### src/rtl/alu_op_driver_if.sv
// Request/response handshake bundle between the control fabric and alu_op_driver.
interface alu_op_driver_if #(
  parameter int WIDTH     = 8,
  parameter int CMD_WIDTH = 4
);
  logic                 REQ_VALID;
  logic                 REQ_READY;
  logic [WIDTH-1:0]     REQ_OPA;
  logic [WIDTH-1:0]     REQ_OPB;
  logic [CMD_WIDTH-1:0] REQ_CMD;
  logic                 REQ_MODE;
  logic                 REQ_CIN;
  logic                 REQ_SPLIT;
  logic                 RSP_VALID;
  logic                 RSP_READY;
  logic [WIDTH:0]       RSP_RES;
  logic [5:0]           RSP_FLAGS;

  modport master (
    output REQ_VALID, REQ_OPA, REQ_OPB, REQ_CMD, REQ_MODE, REQ_CIN, REQ_SPLIT, RSP_READY,
    input  REQ_READY, RSP_VALID, RSP_RES, RSP_FLAGS
  );

  modport slave (
    input  REQ_VALID, REQ_OPA, REQ_OPB, REQ_CMD, REQ_MODE, REQ_CIN, REQ_SPLIT, RSP_READY,
    output REQ_READY, RSP_VALID, RSP_RES, RSP_FLAGS
  );
endinterface

### src/rtl/alu_op_driver.sv
// ALU initiator: sequences operands (optionally split), waits the command latency, returns the result.
// Optional statistics counters are enabled with the ALU_DRV_STATS_EN macro.
module alu_op_driver #(
  parameter int WIDTH     = 8,
  parameter int CMD_WIDTH = 4,
  parameter int RES_LAT   = 1,
  parameter int SPLIT_GAP = 3
) (
  input  logic                 CLK,
  input  logic                 RST_N,
  alu_op_driver_if.slave       bus,
  output logic [WIDTH-1:0]     OPA,
  output logic [WIDTH-1:0]     OPB,
  output logic [CMD_WIDTH-1:0] CMD,
  output logic                 MODE,
  output logic                 CIN,
  output logic                 CE,
  output logic [1:0]           INP_VALID,
  input  logic [WIDTH:0]       RES,
  input  logic                 COUT,
  input  logic                 OFLOW,
  input  logic                 G,
  input  logic                 L,
  input  logic                 E,
  input  logic                 ERR
`ifdef ALU_DRV_STATS_EN
  ,
  output logic [15:0]          STAT_OPS,
  output logic [15:0]          STAT_ERRS
`endif
);

  typedef enum logic [2:0] {
    S_IDLE    = 3'd0,
    S_ISSUE_A = 3'd1,
    S_GAP     = 3'd2,
    S_ISSUE   = 3'd3,
    S_WAIT    = 3'd4,
    S_RESP    = 3'd5
  } state_t;

  localparam logic [3:0] GAP_M1 = (SPLIT_GAP > 0) ? 4'(SPLIT_GAP - 1) : 4'd0;

  state_t               state_r, state_s;
  logic [3:0]           cnt_r, cnt_s;
  logic [WIDTH-1:0]     opa_r, opa_s, opb_r, opb_s;
  logic [CMD_WIDTH-1:0] cmd_r, cmd_s;
  logic                 mode_r, mode_s, cin_r, cin_s, split_r, split_s;
  logic                 accept_s, rsp_hs_s, capture_s, is_mul_s;
  logic [3:0]           lat_m1_s;

  logic [WIDTH-1:0]     opa_o_s, opb_o_s;
  logic [CMD_WIDTH-1:0] cmd_o_s;
  logic                 mode_o_s, cin_o_s, ce_o_s;
  logic [1:0]           iv_o_s;

  logic                 req_ready_r, rsp_valid_r;
  logic [WIDTH:0]       rsp_res_r;
  logic [5:0]           rsp_flags_r;

  assign bus.REQ_READY = req_ready_r;
  assign bus.RSP_VALID = rsp_valid_r;
  assign bus.RSP_RES   = rsp_res_r;
  assign bus.RSP_FLAGS = rsp_flags_r;

  // Next-state, request latch and shared gap/latency counter
  always_comb begin
    state_s   = state_r;
    cnt_s     = cnt_r;
    opa_s     = opa_r;
    opb_s     = opb_r;
    cmd_s     = cmd_r;
    mode_s    = mode_r;
    cin_s     = cin_r;
    split_s   = split_r;
    capture_s = 1'b0;
    accept_s  = (state_r == S_IDLE) && bus.REQ_VALID && req_ready_r;
    rsp_hs_s  = (state_r == S_RESP) && rsp_valid_r && bus.RSP_READY;
    is_mul_s  = mode_r && ((cmd_r == CMD_WIDTH'(9)) || (cmd_r == CMD_WIDTH'(10)));
    lat_m1_s  = is_mul_s ? 4'(RES_LAT) : 4'(RES_LAT - 1);
    case (state_r)
      S_IDLE: begin
        if (accept_s) begin
          opa_s   = bus.REQ_OPA;
          opb_s   = bus.REQ_OPB;
          cmd_s   = bus.REQ_CMD;
          mode_s  = bus.REQ_MODE;
          cin_s   = bus.REQ_CIN;
          split_s = bus.REQ_SPLIT;
          state_s = bus.REQ_SPLIT ? S_ISSUE_A : S_ISSUE;
        end else begin
          state_s = S_IDLE;
        end
      end
      S_ISSUE_A: begin
        if (SPLIT_GAP > 0) begin
          state_s = S_GAP;
          cnt_s   = GAP_M1;
        end else begin
          state_s = S_ISSUE;
        end
      end
      S_GAP: begin
        if (cnt_r == 4'd0) begin
          state_s = S_ISSUE;
        end else begin
          cnt_s = cnt_r - 4'd1;
        end
      end
      S_ISSUE: begin
        state_s = S_WAIT;
        cnt_s   = lat_m1_s;
      end
      S_WAIT: begin
        if (cnt_r == 4'd0) begin
          capture_s = 1'b1;
          state_s   = S_RESP;
        end else begin
          cnt_s = cnt_r - 4'd1;
        end
      end
      S_RESP: begin
        if (rsp_hs_s) begin
          state_s = S_IDLE;
        end else begin
          state_s = S_RESP;
        end
      end
      default: state_s = S_IDLE;
    endcase
  end

  // ALU-side values for the upcoming cycle; IDLE and RESP leave the bus quiet
  always_comb begin
    opa_o_s  = {WIDTH{1'b0}};
    opb_o_s  = {WIDTH{1'b0}};
    cmd_o_s  = {CMD_WIDTH{1'b0}};
    mode_o_s = 1'b0;
    cin_o_s  = 1'b0;
    ce_o_s   = 1'b0;
    iv_o_s   = 2'b00;
    case (state_s)
      S_ISSUE_A, S_GAP: begin
        opa_o_s = opa_s;
        ce_o_s  = 1'b1;
        iv_o_s  = (state_s == S_ISSUE_A) ? 2'b01 : 2'b00;
      end
      S_ISSUE, S_WAIT: begin
        opa_o_s  = opa_s;
        opb_o_s  = opb_s;
        cmd_o_s  = cmd_s;
        mode_o_s = mode_s;
        cin_o_s  = cin_s;
        ce_o_s   = 1'b1;
        iv_o_s   = (state_s == S_ISSUE) ? 2'b11 : 2'b00;
      end
      default: begin
        ce_o_s = 1'b0;
      end
    endcase
  end

  // State, counter and latched request fields
  always_ff @(posedge CLK or negedge RST_N) begin
    if (!RST_N) begin
      state_r <= S_IDLE;
      cnt_r   <= 4'd0;
      opa_r   <= {WIDTH{1'b0}};
      opb_r   <= {WIDTH{1'b0}};
      cmd_r   <= {CMD_WIDTH{1'b0}};
      mode_r  <= 1'b0;
      cin_r   <= 1'b0;
      split_r <= 1'b0;
    end else begin
      state_r <= state_s;
      cnt_r   <= cnt_s;
      opa_r   <= opa_s;
      opb_r   <= opb_s;
      cmd_r   <= cmd_s;
      mode_r  <= mode_s;
      cin_r   <= cin_s;
      split_r <= split_s;
    end
  end

  // Registered outputs; REQ_READY rises on the first edge after reset release
  always_ff @(posedge CLK or negedge RST_N) begin
    if (!RST_N) begin
      OPA         <= {WIDTH{1'b0}};
      OPB         <= {WIDTH{1'b0}};
      CMD         <= {CMD_WIDTH{1'b0}};
      MODE        <= 1'b0;
      CIN         <= 1'b0;
      CE          <= 1'b0;
      INP_VALID   <= 2'b00;
      req_ready_r <= 1'b0;
      rsp_valid_r <= 1'b0;
      rsp_res_r   <= {(WIDTH + 1){1'b0}};
      rsp_flags_r <= 6'd0;
    end else begin
      OPA         <= opa_o_s;
      OPB         <= opb_o_s;
      CMD         <= cmd_o_s;
      MODE        <= mode_o_s;
      CIN         <= cin_o_s;
      CE          <= ce_o_s;
      INP_VALID   <= iv_o_s;
      req_ready_r <= (state_s == S_IDLE);
      rsp_valid_r <= (state_s == S_RESP);
      if (capture_s) begin
        rsp_res_r   <= RES;
        rsp_flags_r <= {COUT, OFLOW, G, L, E, ERR};
      end
    end
  end

`ifdef ALU_DRV_STATS_EN
  // Saturating completion and error counters, stepped on the response handshake
  always_ff @(posedge CLK or negedge RST_N) begin
    if (!RST_N) begin
      STAT_OPS  <= 16'd0;
      STAT_ERRS <= 16'd0;
    end else if (rsp_hs_s) begin
      if (STAT_OPS != 16'hFFFF) STAT_OPS <= STAT_OPS + 16'd1;
      if (rsp_flags_r[0] && (STAT_ERRS != 16'hFFFF)) STAT_ERRS <= STAT_ERRS + 16'd1;
    end
  end
`endif

endmodule

### src/flat_wrapper.sv
// flat-port wrapper written by rule: the top's interface ports become plain ports
module alu_op_driver_flat 
#(
  parameter int WIDTH     = 8,
  parameter int CMD_WIDTH = 4,
  parameter int RES_LAT   = 1,
  parameter int SPLIT_GAP = 3
)
  (CLK, RST_N, OPA, OPB, CMD, MODE, CIN, CE, INP_VALID, RES, COUT, OFLOW, G, L, E, ERR, bus_REQ_VALID, bus_REQ_OPA, bus_REQ_OPB, bus_REQ_CMD, bus_REQ_MODE, bus_REQ_CIN, bus_REQ_SPLIT, bus_RSP_READY, bus_REQ_READY, bus_RSP_VALID, bus_RSP_RES, bus_RSP_FLAGS);
  alu_op_driver_if #(.WIDTH(WIDTH), .CMD_WIDTH(CMD_WIDTH)) bus_i ();
  input  logic CLK;
  input  logic RST_N;
  output logic [WIDTH-1:0] OPA;
  output logic [WIDTH-1:0] OPB;
  output logic [CMD_WIDTH-1:0] CMD;
  output logic MODE;
  output logic CIN;
  output logic CE;
  output logic [1:0] INP_VALID;
  input  logic [WIDTH:0] RES;
  input  logic COUT;
  input  logic OFLOW;
  input  logic G;
  input  logic L;
  input  logic E;
  input  logic ERR;
  input wire logic [$bits(bus_i.REQ_VALID)-1:0] bus_REQ_VALID;
  input wire logic [$bits(bus_i.REQ_OPA)-1:0] bus_REQ_OPA;
  input wire logic [$bits(bus_i.REQ_OPB)-1:0] bus_REQ_OPB;
  input wire logic [$bits(bus_i.REQ_CMD)-1:0] bus_REQ_CMD;
  input wire logic [$bits(bus_i.REQ_MODE)-1:0] bus_REQ_MODE;
  input wire logic [$bits(bus_i.REQ_CIN)-1:0] bus_REQ_CIN;
  input wire logic [$bits(bus_i.REQ_SPLIT)-1:0] bus_REQ_SPLIT;
  input wire logic [$bits(bus_i.RSP_READY)-1:0] bus_RSP_READY;
  output wire logic [$bits(bus_i.REQ_READY)-1:0] bus_REQ_READY;
  output wire logic [$bits(bus_i.RSP_VALID)-1:0] bus_RSP_VALID;
  output wire logic [$bits(bus_i.RSP_RES)-1:0] bus_RSP_RES;
  output wire logic [$bits(bus_i.RSP_FLAGS)-1:0] bus_RSP_FLAGS;
  assign bus_i.REQ_VALID = bus_REQ_VALID;
  assign bus_i.REQ_OPA = bus_REQ_OPA;
  assign bus_i.REQ_OPB = bus_REQ_OPB;
  assign bus_i.REQ_CMD = bus_REQ_CMD;
  assign bus_i.REQ_MODE = bus_REQ_MODE;
  assign bus_i.REQ_CIN = bus_REQ_CIN;
  assign bus_i.REQ_SPLIT = bus_REQ_SPLIT;
  assign bus_i.RSP_READY = bus_RSP_READY;
  assign bus_REQ_READY = bus_i.REQ_READY;
  assign bus_RSP_VALID = bus_i.RSP_VALID;
  assign bus_RSP_RES = bus_i.RSP_RES;
  assign bus_RSP_FLAGS = bus_i.RSP_FLAGS;
  alu_op_driver #(.WIDTH(WIDTH), .CMD_WIDTH(CMD_WIDTH), .RES_LAT(RES_LAT), .SPLIT_GAP(SPLIT_GAP)) u_core (.CLK(CLK), .RST_N(RST_N), .bus(bus_i), .OPA(OPA), .OPB(OPB), .CMD(CMD), .MODE(MODE), .CIN(CIN), .CE(CE), .INP_VALID(INP_VALID), .RES(RES), .COUT(COUT), .OFLOW(OFLOW), .G(G), .L(L), .E(E), .ERR(ERR));
endmodule
### config.mk
export PLATFORM = sky130hd
export DESIGN_NAME = alu_op_driver_flat
export DESIGN_NICKNAME = d
export VERILOG_FILES = /design/src/rtl/alu_op_driver_if.sv /design/src/rtl/alu_op_driver.sv /design/src/flat_wrapper.sv
export SDC_FILE = /design/constraint.sdc
export NUM_CORES = 1
export LEC_CHECK = 0
export BUFFER_PORTS_ARGS = -buffer_cell sky130_fd_sc_hd__buf_2
export CORE_MARGIN = 2
export CORE_UTILIZATION = 51
export CTS_CLUSTER_DIAMETER = 40
export DETAILED_ROUTE_END_ITERATION = 10
export GPL_TIMING_DRIVEN = 0
export PLACE_DENSITY = 0.79
export SLEW_MARGIN = 25
export SYNTH_ARGS = -nofsm -noshare
export SYNTH_HDL_FRONTEND = slang
export SYNTH_SLANG_ARGS = --single-unit
### constraint.sdc
create_clock -name CLK -period 2.74 [get_ports CLK]
set_clock_uncertainty 0.2 [all_clocks]
set_input_delay 0.548 -clock CLK [delete_from_list [all_inputs] [get_ports CLK]]
set_output_delay 0.548 -clock CLK [all_outputs]
set_load 0.01 [all_outputs]
Word-level counts from Yosys, hierarchy flattened
Cells that the tools add are included.
{"block": "classes", "add_sub_neg": 1, "n_eq_ne": 13, "n_mux": 30, "n_reduce_logical": 15}
{"cell": "$mux 8", "count": 6}
{"cell": "$pmux 3 s6", "count": 1}
{"cell": "$mux 4", "count": 4}
{"cell": "$eq 3x2->1 const B", "count": 4}
{"cell": "$eq 3x3->1 const B", "count": 4}
{"cell": "$mux 3", "count": 4}
{"cell": "$pmux 4 s3", "count": 1}
{"cell": "$mux 1", "count": 11}
{"cell": "$eq 4x4->1 const B", "count": 2}
{"cell": "$eq 3x1->1 const B", "count": 2}
{"cell": "$logic_not 3->1", "count": 2}
{"cell": "$reduce_or 2->1", "count": 3}
{"cell": "$logic_and 1x1->1", "count": 5}
{"cell": "$logic_not 4->1", "count": 1}
{"cell": "$mux 2", "count": 2}
{"cell": "$pmux 2 s2", "count": 1}
{"cell": "$reduce_or 4->1", "count": 1}
{"cell": "$sub 4x1->4 const B", "count": 1}
{"cell": "$reduce_bool 3->1", "count": 1}
{"cell": "$ne 2x2->1 const B", "count": 1}
{"cell": "$reduce_and 2->1", "count": 1}
{"cell": "$logic_or 1x1->1", "count": 1}
{"block": "word_totals", "register_bits": 71, "in_bits": 42, "output_inout_bits": 42}

Depth between registers and ports, before layout
Gate-level depths: netlist of the first run.
{"block": "depth", "ltp_word": 8, "ltp_mapped": 7}

Least setup slack after synthesis of the first run
No wires, ideal clock.
{"block": "synth_timing", "path_kind": "register -> register", "startpoint": "register u_core.cnt_r[1]", "endpoint": "register u_core.CIN", "setup_ns": 0.080, "t_arrival_ns": 1.666, "slack_ns": 0.794, "path_stages_with_launch": 8, "path_buffers": 1, "cell_sequence": "dfrtp_1 inv_1 ha_1 or4b_4 o2bb2ai_4 a21oi_2 buf_6 nor3b_2"}
{"block": "synth_via", "elab_chain_cells": 6, "elab_cells_between_ends": 8, "cone_classes": "eq/ne (2); mux (4); reduce/logical (2)"}
{"element": "from (decl)", "line_no": "alu_op_driver.sv:45", "source": "logic [3:0] cnt_r, cnt_s;"}
{"element": "from (signal assigned)", "line_no": "alu_op_driver.sv:176", "source": "cnt_r <= cnt_s;"}
{"element": "$logic_not 4->1 (*)", "line_no": "alu_op_driver.sv:104, alu_op_driver.sv:115"}
{"element": "$mux 3, on equally long branches", "line_no": "alu_op_driver.sv:115, alu_op_driver.sv:104"}
{"element": "$pmux 3 s6 (*)", "line_no": "alu_op_driver.sv:81", "source": "case (state_r)"}
{"element": "$eq 3x3->1 or $eq 3x2->1 (tied branches)", "line_no": "alu_op_driver.sv:142", "source": "case (state_s)"}
{"element": "$reduce_or 2->1 (*)"}
{"element": "$mux 1 (*)", "line_no": "alu_op_driver.sv:142"}
{"element": "net u_core.cin_o_s", "line_no": "alu_op_driver.sv:54", "source": "logic mode_o_s, cin_o_s, ce_o_s;"}
{"element": "to (signal assigned)", "line_no": "alu_op_driver.sv:205", "source": "CIN <= cin_o_s;"}
{"element": "to (decl)", "line_no": "alu_op_driver.sv:16", "source": "output logic CIN,"}
Mark *: on every way through the listed nets, which the timed path passes. The rest lies on a longest branch.
A chain may end at the register's enable or synchronous reset.

Worst setup path after layout of the first run
{"block": "layout_timing", "startpoint": "register u_core.cnt_r[0]", "endpoint": "register u_core.OPA[4]"}
{"block": "layout_via", "elab_chain_cells": 6, "elab_cells_between_ends": 10, "cone_classes": "eq/ne (4); mux (4); reduce/logical (2)"}
{"element": "$logic_not 4->1 (*)", "line_no": "alu_op_driver.sv:104, alu_op_driver.sv:115"}
{"element": "$mux 3, on equally long branches", "line_no": "alu_op_driver.sv:115, alu_op_driver.sv:104"}
{"element": "$pmux 3 s6 (*)", "line_no": "alu_op_driver.sv:81"}
{"element": "$eq 3x2->1, or another cell as far along", "line_no": "alu_op_driver.sv:142"}
{"element": "$reduce_or 4->1 (no line) (*)"}
{"element": "$mux 8 (*)", "line_no": "alu_op_driver.sv:142"}
{"element": "net u_core.opa_o_s[4]", "line_no": "alu_op_driver.sv:52", "source": "logic [WIDTH-1:0] opa_o_s, opb_o_s;"}
{"element": "to (signal assigned)", "line_no": "alu_op_driver.sv:189", "source": "OPA <= {WIDTH{1'b0}};"}
{"element": "to (signal assigned)", "line_no": "alu_op_driver.sv:201", "source": "OPA <= opa_o_s;"}
{"element": "to (decl)", "line_no": "alu_op_driver.sv:12", "source": "output logic [WIDTH-1:0] OPA,"}
Marks and branches as above.

==> impl_metrics.env, run 1 <==
export IMPL_synth_simple_area_share=0.144
export IMPL_routedWlPerCell_um=14.6
export IMPL_clock_latency_ps=340
export IMPL_tightest_slew_ps=612
export IMPL_gp_congestion=0.833
export IMPL_worst_path_buf_inv=1
export IMPL_start_util=0.532
export IMPL_die_width_um=80.0
export IMPL_grt_pass1_vias=1958
export IMPL_grt_usage=0.192
export IMPL_finalSetupViolCount=0
export IMPL_viasPerCell=5.09
export IMPL_mappedNetlistNets=246
export IMPL_cts_tree="done"
export IMPL_avgSynthCellArea_um2=14.6
export IMPL_cp_max_fo=9
export IMPL_synth_top_family_by_area="multiplexers"
export IMPL_nets=342
export IMPL_wirelength_met1_um=2350
export IMPL_synth_xor_area_share=0.00594
export IMPL_dieArea_um2=6400
export IMPL_maxUsedRoutingLayer="met4"
export IMPL_dr_wl_met3_um=434
export IMPL_cts_sinks=71
export IMPL_crit_required_ps=2780
export IMPL_cp_end_kind="register"
export IMPL_slew_violations=0
export IMPL_hpwl_um=4010
export IMPL_grt_pass1_wl_um=9180
export IMPL_arrival_ps=2290
export IMPL_yosys_warnings=0
export IMPL_cts_setup_buffers=0
export IMPL_numPortBuffers=83
export IMPL_grt_max_degree=38
export IMPL_rows=27
export IMPL_globalRouteOverflowTotal=0
export IMPL_root_buffer="clkbuf_8"
export IMPL_start_kind="register"
export IMPL_hold_viol=0
export IMPL_p_leak_uw=0.00182
export IMPL_vdd_drop_max_v=0.000662
export IMPL_max_cap_violations=0
export IMPL_syn_area_um2=2950
export IMPL_layout_drive_gt1_share=0.541
export IMPL_place_ws_ps=464
export IMPL_critical_path_top_delay_family="simple AND/OR/NAND/NOR gates"
export IMPL_wirelength_um=5490
export IMPL_path_clk_slew_ps=80
export IMPL_max_stage_delay_ps=430
export IMPL_cts_buffers=9
export IMPL_core_um2=5540
export IMPL_dr_pass1_iters=4
export IMPL_min_path_type="primary input to register"
export IMPL_path_class="register to register"
export IMPL_antenna_found_initial=0
export IMPL_synthMuxAreaShare=0.145
export IMPL_rsz0062_at_grt="false"
export IMPL_syn2layout_area_growth_pct=25.7
export IMPL_fmaxAchievable_mhz=445
export IMPL_power_density_nw_per_um2=1200
export IMPL_crit_chain="inv_1 -> ha_1 -> nor4b_4 -> a22oi_1 -> o21ai_1 -> and2b_1"
export IMPL_synth_seq_area_share=0.603
export IMPL_max_slew_margin=0.589
export IMPL_vias=1907
export IMPL_period_needed_ps=2250
export IMPL_fin_crit_sh=0.820
export IMPL_drt_iter0_drc=100
export IMPL_ys_ff_latch=71
export IMPL_wl_met2_um=2620
export IMPL_antennaDiodeCount=0
export IMPL_die_y_um=80.0
export IMPL_power_uw=4450
export IMPL_ioPinCount=84
export IMPL_setup_tns_ps=0
export IMPL_synthAdderAreaFrac=0.00849
export IMPL_drt_antenna_violating_nets=0
export IMPL_slowest_stage="dfrtp_1"
export IMPL_route_detailed_drc=0
export IMPL_fin_ws_ps=493
export IMPL_status="finished, final reports clean"
export IMPL_cts_max_path_buffers=2
export IMPL_synth_distinct_cells=45
export IMPL_synth_compound_area_share=0.0654
export IMPL_htreeDepth=3
export IMPL_syn_inst=202
cell families (layout without fill, tap and decap cells):
family	count (synthesis)	in the layout
flip-flops	71	71
AND/OR/NAND/NOR	53	53
multiplexers	38	38
AO/OA/AOI/OAI	23	23
buffers and inverters	13	114
adder cells (fa/ha/maj)	2	2
XOR/XNOR	2	2
state kept, by name, indices dropped and copies added (netlist names), 6 cells and up:
name and count:
u_core.bus.RSP_RES 9, u_core.OPA 8, u_core.opa_r 8, u_core.bus.RSP_FLAGS 6, u_core.opb_r 8, u_core.OPB 8
worst register-to-register path, delay by kind of cell, from the launching register on:
kind | cells | cell delay (ps)
flops | 1 | 430
compound gates | 2 | 590
fa+ha+maj | 1 | 170
simple gates | 2 | 670
buf+inv | 1 | 100
cell usage after synthesis (all sizes together):
cell type | instances | area, µm²
nand3 | 1 | 5.00
a22oi | 2 | 15.0
mux2 | 38 | 428
or4b | 1 | 13.8
a211oi | 3 | 35.0
and2b | 4 | 30.0
and3b | 1 | 8.76
nor3 | 3 | 26.3
a2bb2oi | 1 | 8.76
buf | 9 | 68.8
nor2 | 7 | 26.3
nand2b | 2 | 12.5
a21o | 1 | 7.51
and2 | 4 | 25.0
or4 | 1 | 7.51
o221ai | 1 | 8.76
and4 | 1 | 8.76
a31oi | 1 | 6.26
ha | 2 | 25.0
nor3b | 14 | 155
inv | 4 | 15.0
xor2 | 1 | 8.76
nor4bb | 1 | 10.0
o31ai | 1 | 7.51
o21ai | 5 | 25.0
nor4 | 1 | 6.26
xnor2 | 1 | 8.76
o211ai | 2 | 15.0
o21bai | 1 | 7.51
nor4b | 1 | 23.8
nand3b | 1 | 7.51
a21oi | 3 | 18.8
nand2 | 3 | 13.8
nor2b | 7 | 43.8
dfrtp | 71 | 1780
o211a | 1 | 10.0
o2bb2ai | 1 | 27.5
repair_timing:
| action | 4_1_cts | 5_1_grt |
|---|---|---|
| hold buffers | 1 | 0 |
| endpoints found under the hold margin | 34 | 0 |
| resized for setup | 0 | 0 |
final timing paths:
check / slack [ps] / startpoint / end / cells past startpoint
min in group asynchronous: 500 / RST_N / u_core.cnt_r[2] / 2
max in group asynchronous: 1310 / RST_N / u_core.bus.RSP_FLAGS[4] / 3
hold reg to reg: 290 / u_core.opb_r[6] / u_core.opb_r[6] / 1
setup reg to reg: 490 / u_core.cnt_r[0] / u_core.OPA[4] / 6
setup / recovery: 490 / u_core.cnt_r[0] / u_core.OPA[4] / 6
hold / removal: 230 / ERR / u_core.bus.RSP_FLAGS[0] / 2
through the flow:
| stage | hold WS, ps | util | cell area, µm² | cells |
|---|---|---|---|---|
| global placement | 271 | 0.623 | 3450 | 357 |
| detailed placement | 278 | 0.627 | 3480 | 358 |
| global route | 223 | 0.669 | 3700 | 375 |
| finish | 232 | 0.669 | 3700 | 375 |
| CTS | 222 | 0.669 | 3700 | 375 |
| floorplan | 52.4 | - | 2950 | 202 |
where the power goes:
| group | internal [µW] | leakage [µW] | switching [µW] | total (µW) |
|---|---|---|---|---|
| clock network | 514 | 0.000110 | 402 | 916 |
| logic | 893 | 0.000831 | 881 | 1770 |
| registers | 1540 | 0.000883 | 216 | 1760 |
cell type report:
cell class	instances	area, µm²
Inverter	4	15.0
Sequential cell	71	1780
Tap cell	72	90.1
Multi-Input combinational cell	118	1090
Buffer	9	68.8
Fill cell	436	1840
Clock buffer	9	124
Clock inverter	7	95.1
Timing Repair Buffer	85	448
cells in the final DEF (no fill, tap or decap), types with 2 or more instances in the layout:
| cell | instances |
|---|---|
| nor2b_1 | 7 |
| a21oi_1 | 2 |
| buf_2 | 86 |
| o21ai_0 | 4 |
| o211ai_1 | 2 |
| mux2_2 | 38 |
| nor3b_1 | 4 |
| clkbuf_8 | 9 |
| nand2b_1 | 2 |
| nand2_1 | 2 |
| clkinv_2 | 2 |
| dfrtp_1 | 71 |
| buf_4 | 3 |
| bufinv_16 | 2 |
| and2_1 | 4 |
| a211oi_1 | 2 |
| nor3b_2 | 10 |
| a22oi_1 | 2 |
| and2b_1 | 4 |
| nor3_1 | 2 |
| nor2_1 | 7 |
| inv_1 | 4 |
| buf_6 | 3 |
| ha_1 | 2 |
per-layer routing:
layer | track usage | vias up
li1 | - | 903
met1 | 0.249 | 929
met2 | 0.290 | 65
met3 | 0.0758 | 10
met4 | 0.0763 | 0
met5 | 0 | -
Note: power is estimated with default switching activity, not from simulation.
==> inputs of run 2 (changes only) <==
==> constraint.sdc (replaced) <==
create_clock -name CLK -period 2.2 [get_ports CLK]
set_clock_uncertainty 0.2 [all_clocks]
set_input_delay 0.44 -clock CLK [delete_from_list [all_inputs] [get_ports CLK]]
set_output_delay 0.44 -clock CLK [all_outputs]
set_load 0.01 [all_outputs]
==> run 2 against run 1 <==
Core utilization grew 1.4 points; final cell count grew 1.1%; setup slack lost 440 ps; first-iteration DRC count grew 19%; maximum frequency grew 4.9%; flip-flop and latch count is the same; worst hold slack lost 110 ps; die area is the same; power grew 28%; via count grew 1.8%; final area grew 2.0%; register-to-register slack lost 440 ps; critical endpoint is now u_core.CMD[0].
==> impl_metrics.env, run 2 (same netlist as run 1, synthesis figures left out) <==
export IMPL_vias=1941
export IMPL_drt_antenna_violating_nets=0
export IMPL_syn2layout_area_growth_pct=28.2
export IMPL_path_class="register to register"
export IMPL_tightest_slew_ps=450
export IMPL_die_width_um=80.0
export IMPL_antennaDiodeCount=0
export IMPL_hold_slack_ps=125
export IMPL_layout_common_cells="86 x buf_2, 71 x dfrtp_1, 38 x mux2_2"
export IMPL_cts_buffers=9
export IMPL_final_common_cell="buf_2"
export IMPL_cts_max_path_buffers=2
export IMPL_arrival_ps=2210
export IMPL_start_kind="register"
export IMPL_fmaxAchievable_mhz=467
export IMPL_routedWlPerCell_um=14.9
export IMPL_vdd_drop_max_v=0.000811
export IMPL_grtUsageMet3=0.0747
export IMPL_wirelength_um=5640
export IMPL_rows=27
export IMPL_slew_violations=0
export IMPL_viasPerCell=5.12
export IMPL_crit_required_ps=2270
export IMPL_largest_reg_flops=9
export IMPL_root_buffer="clkbuf_8"
export IMPL_core_um2=5540
export IMPL_min_path_type="primary input to register"
export IMPL_hold_viol=0
export IMPL_period_needed_ps=2140
export IMPL_max_slew_margin=0.700
export IMPL_ioPinCount=84
export IMPL_htreeDepth=3
export IMPL_route_detailed_drc=0
export IMPL_grt_max_degree=38
export IMPL_nets=346
export IMPL_dr_pass1_iters=5
export IMPL_drt_iter0_drc=119
export IMPL_cp_max_fo=6
export IMPL_status="finished, final reports clean"
export IMPL_use_met2=0.291
export IMPL_antenna_found_initial=0
export IMPL_hpwl_um=4010
export IMPL_cts_tree="done"
export IMPL_path_clk_slew_ps=80
export IMPL_dieArea_um2=6400
export IMPL_globalRouteOverflowTotal=0
export IMPL_top_usage_layer="met2"
export IMPL_finalSetupViolCount=0
export IMPL_setup_tns_ps=0
export IMPL_p_leak_uw=0.00185
export IMPL_gp_congestion=0.833
export IMPL_globalRouteMet1Util=0.252
export IMPL_numPortBuffers=83
export IMPL_fill_cells=427
export IMPL_layout_drive_gt1_share=0.564
export IMPL_fin_crit_sh=0.974
export IMPL_max_cap_violations=0
export IMPL_place_ws_ps=-76.1
export IMPL_grt_usage=0.193
export IMPL_die_y_um=80.0
export IMPL_clock_latency_ps=340
export IMPL_grt_pass1_wl_um=9230
export IMPL_fin_ws_ps=56.8
export IMPL_power_density_nw_per_um2=1510
export IMPL_cts_sinks=71
export IMPL_start_util=0.532
export IMPL_grt_pass1_vias=1951
export IMPL_cp_end_kind="register"
export IMPL_power_uw=5710
[run 2: cell type report]
type / count / area (µm²) / share of cell area
Buffer: 9 / 72.6 / 0.0192
Clock buffer: 9 / 124 / 0.0328
Clock inverter: 7 / 95.1 / 0.0252
Inverter: 4 / 15.0 / 0.00397
Multi-Input combinational cell: 118 / 1110 / 0.294
Sequential cell: 71 / 1780 / 0.470
Tap cell: 72 / 90.1 / 0.0238
Timing Repair Buffer: 89 / 495 / 0.131
[run 2: worst paths after layout]
path,start,to,slack (ps),cells past startpoint
min,ERR,u_core.bus.RSP_FLAGS[0],130,2
min in group asynchronous,RST_N,u_core.cnt_r[2],380,2
max reg2reg,u_core.cnt_r[0],u_core.CMD[0],60,7
max in group asynchronous,RST_N,u_core.bus.RSP_FLAGS[4],890,3
min reg2reg,u_core.opb_r[2],u_core.opb_r[2],290,1
max,u_core.cnt_r[0],u_core.CMD[0],60,7
[run 2: what timing repair did]
item                                   in CTS  in global routing
setup endpoints to repair                   5                 17
gates cloned                                0                  1
hold buffers                                1                  0
endpoints found under the hold margin      34                  0
setup buffers                               1                  2
gates resized for setup                     1                  7
pin swaps                                   0                  2
[run 2: critical path, stage by stage, from the launching register on]
cell and delay, ps:
dfrtp_1 440, inv_2 110, ha_4 130, or4b_4 490
o2bb2ai_4 240, a21oi_4 140, clkbuf_16 180, nor3b_2 140
[run 2: per-stage QoR]
| stage | instance area [µm²] | instances | utilization |
|---|---|---|---|
| floorplan | 2950 | 202 | - |
| global placement | 3450 | 357 | 0.623 |
| finish | 3780 | 379 | 0.682 |
| detailed placement | 3480 | 358 | 0.627 |
| CTS | 3720 | 376 | 0.671 |
| global route | 3780 | 379 | 0.682 |
[run 2: routing by layer]
metal | routed length [µm] | vias to the layer above
li1 | - | 914
met2 | 2730 | 66
met4 | 74 | 0
met5 | 0 | -
met1 | 2410 | 952
met3 | 421 | 9
[run 2: where the power goes]
| part | internal [µW] | switching, µW |
|---|---|---|
| logic | 1230 | 1160 |
| registers | 1920 | 275 |
| clock network | 640 | 497 |
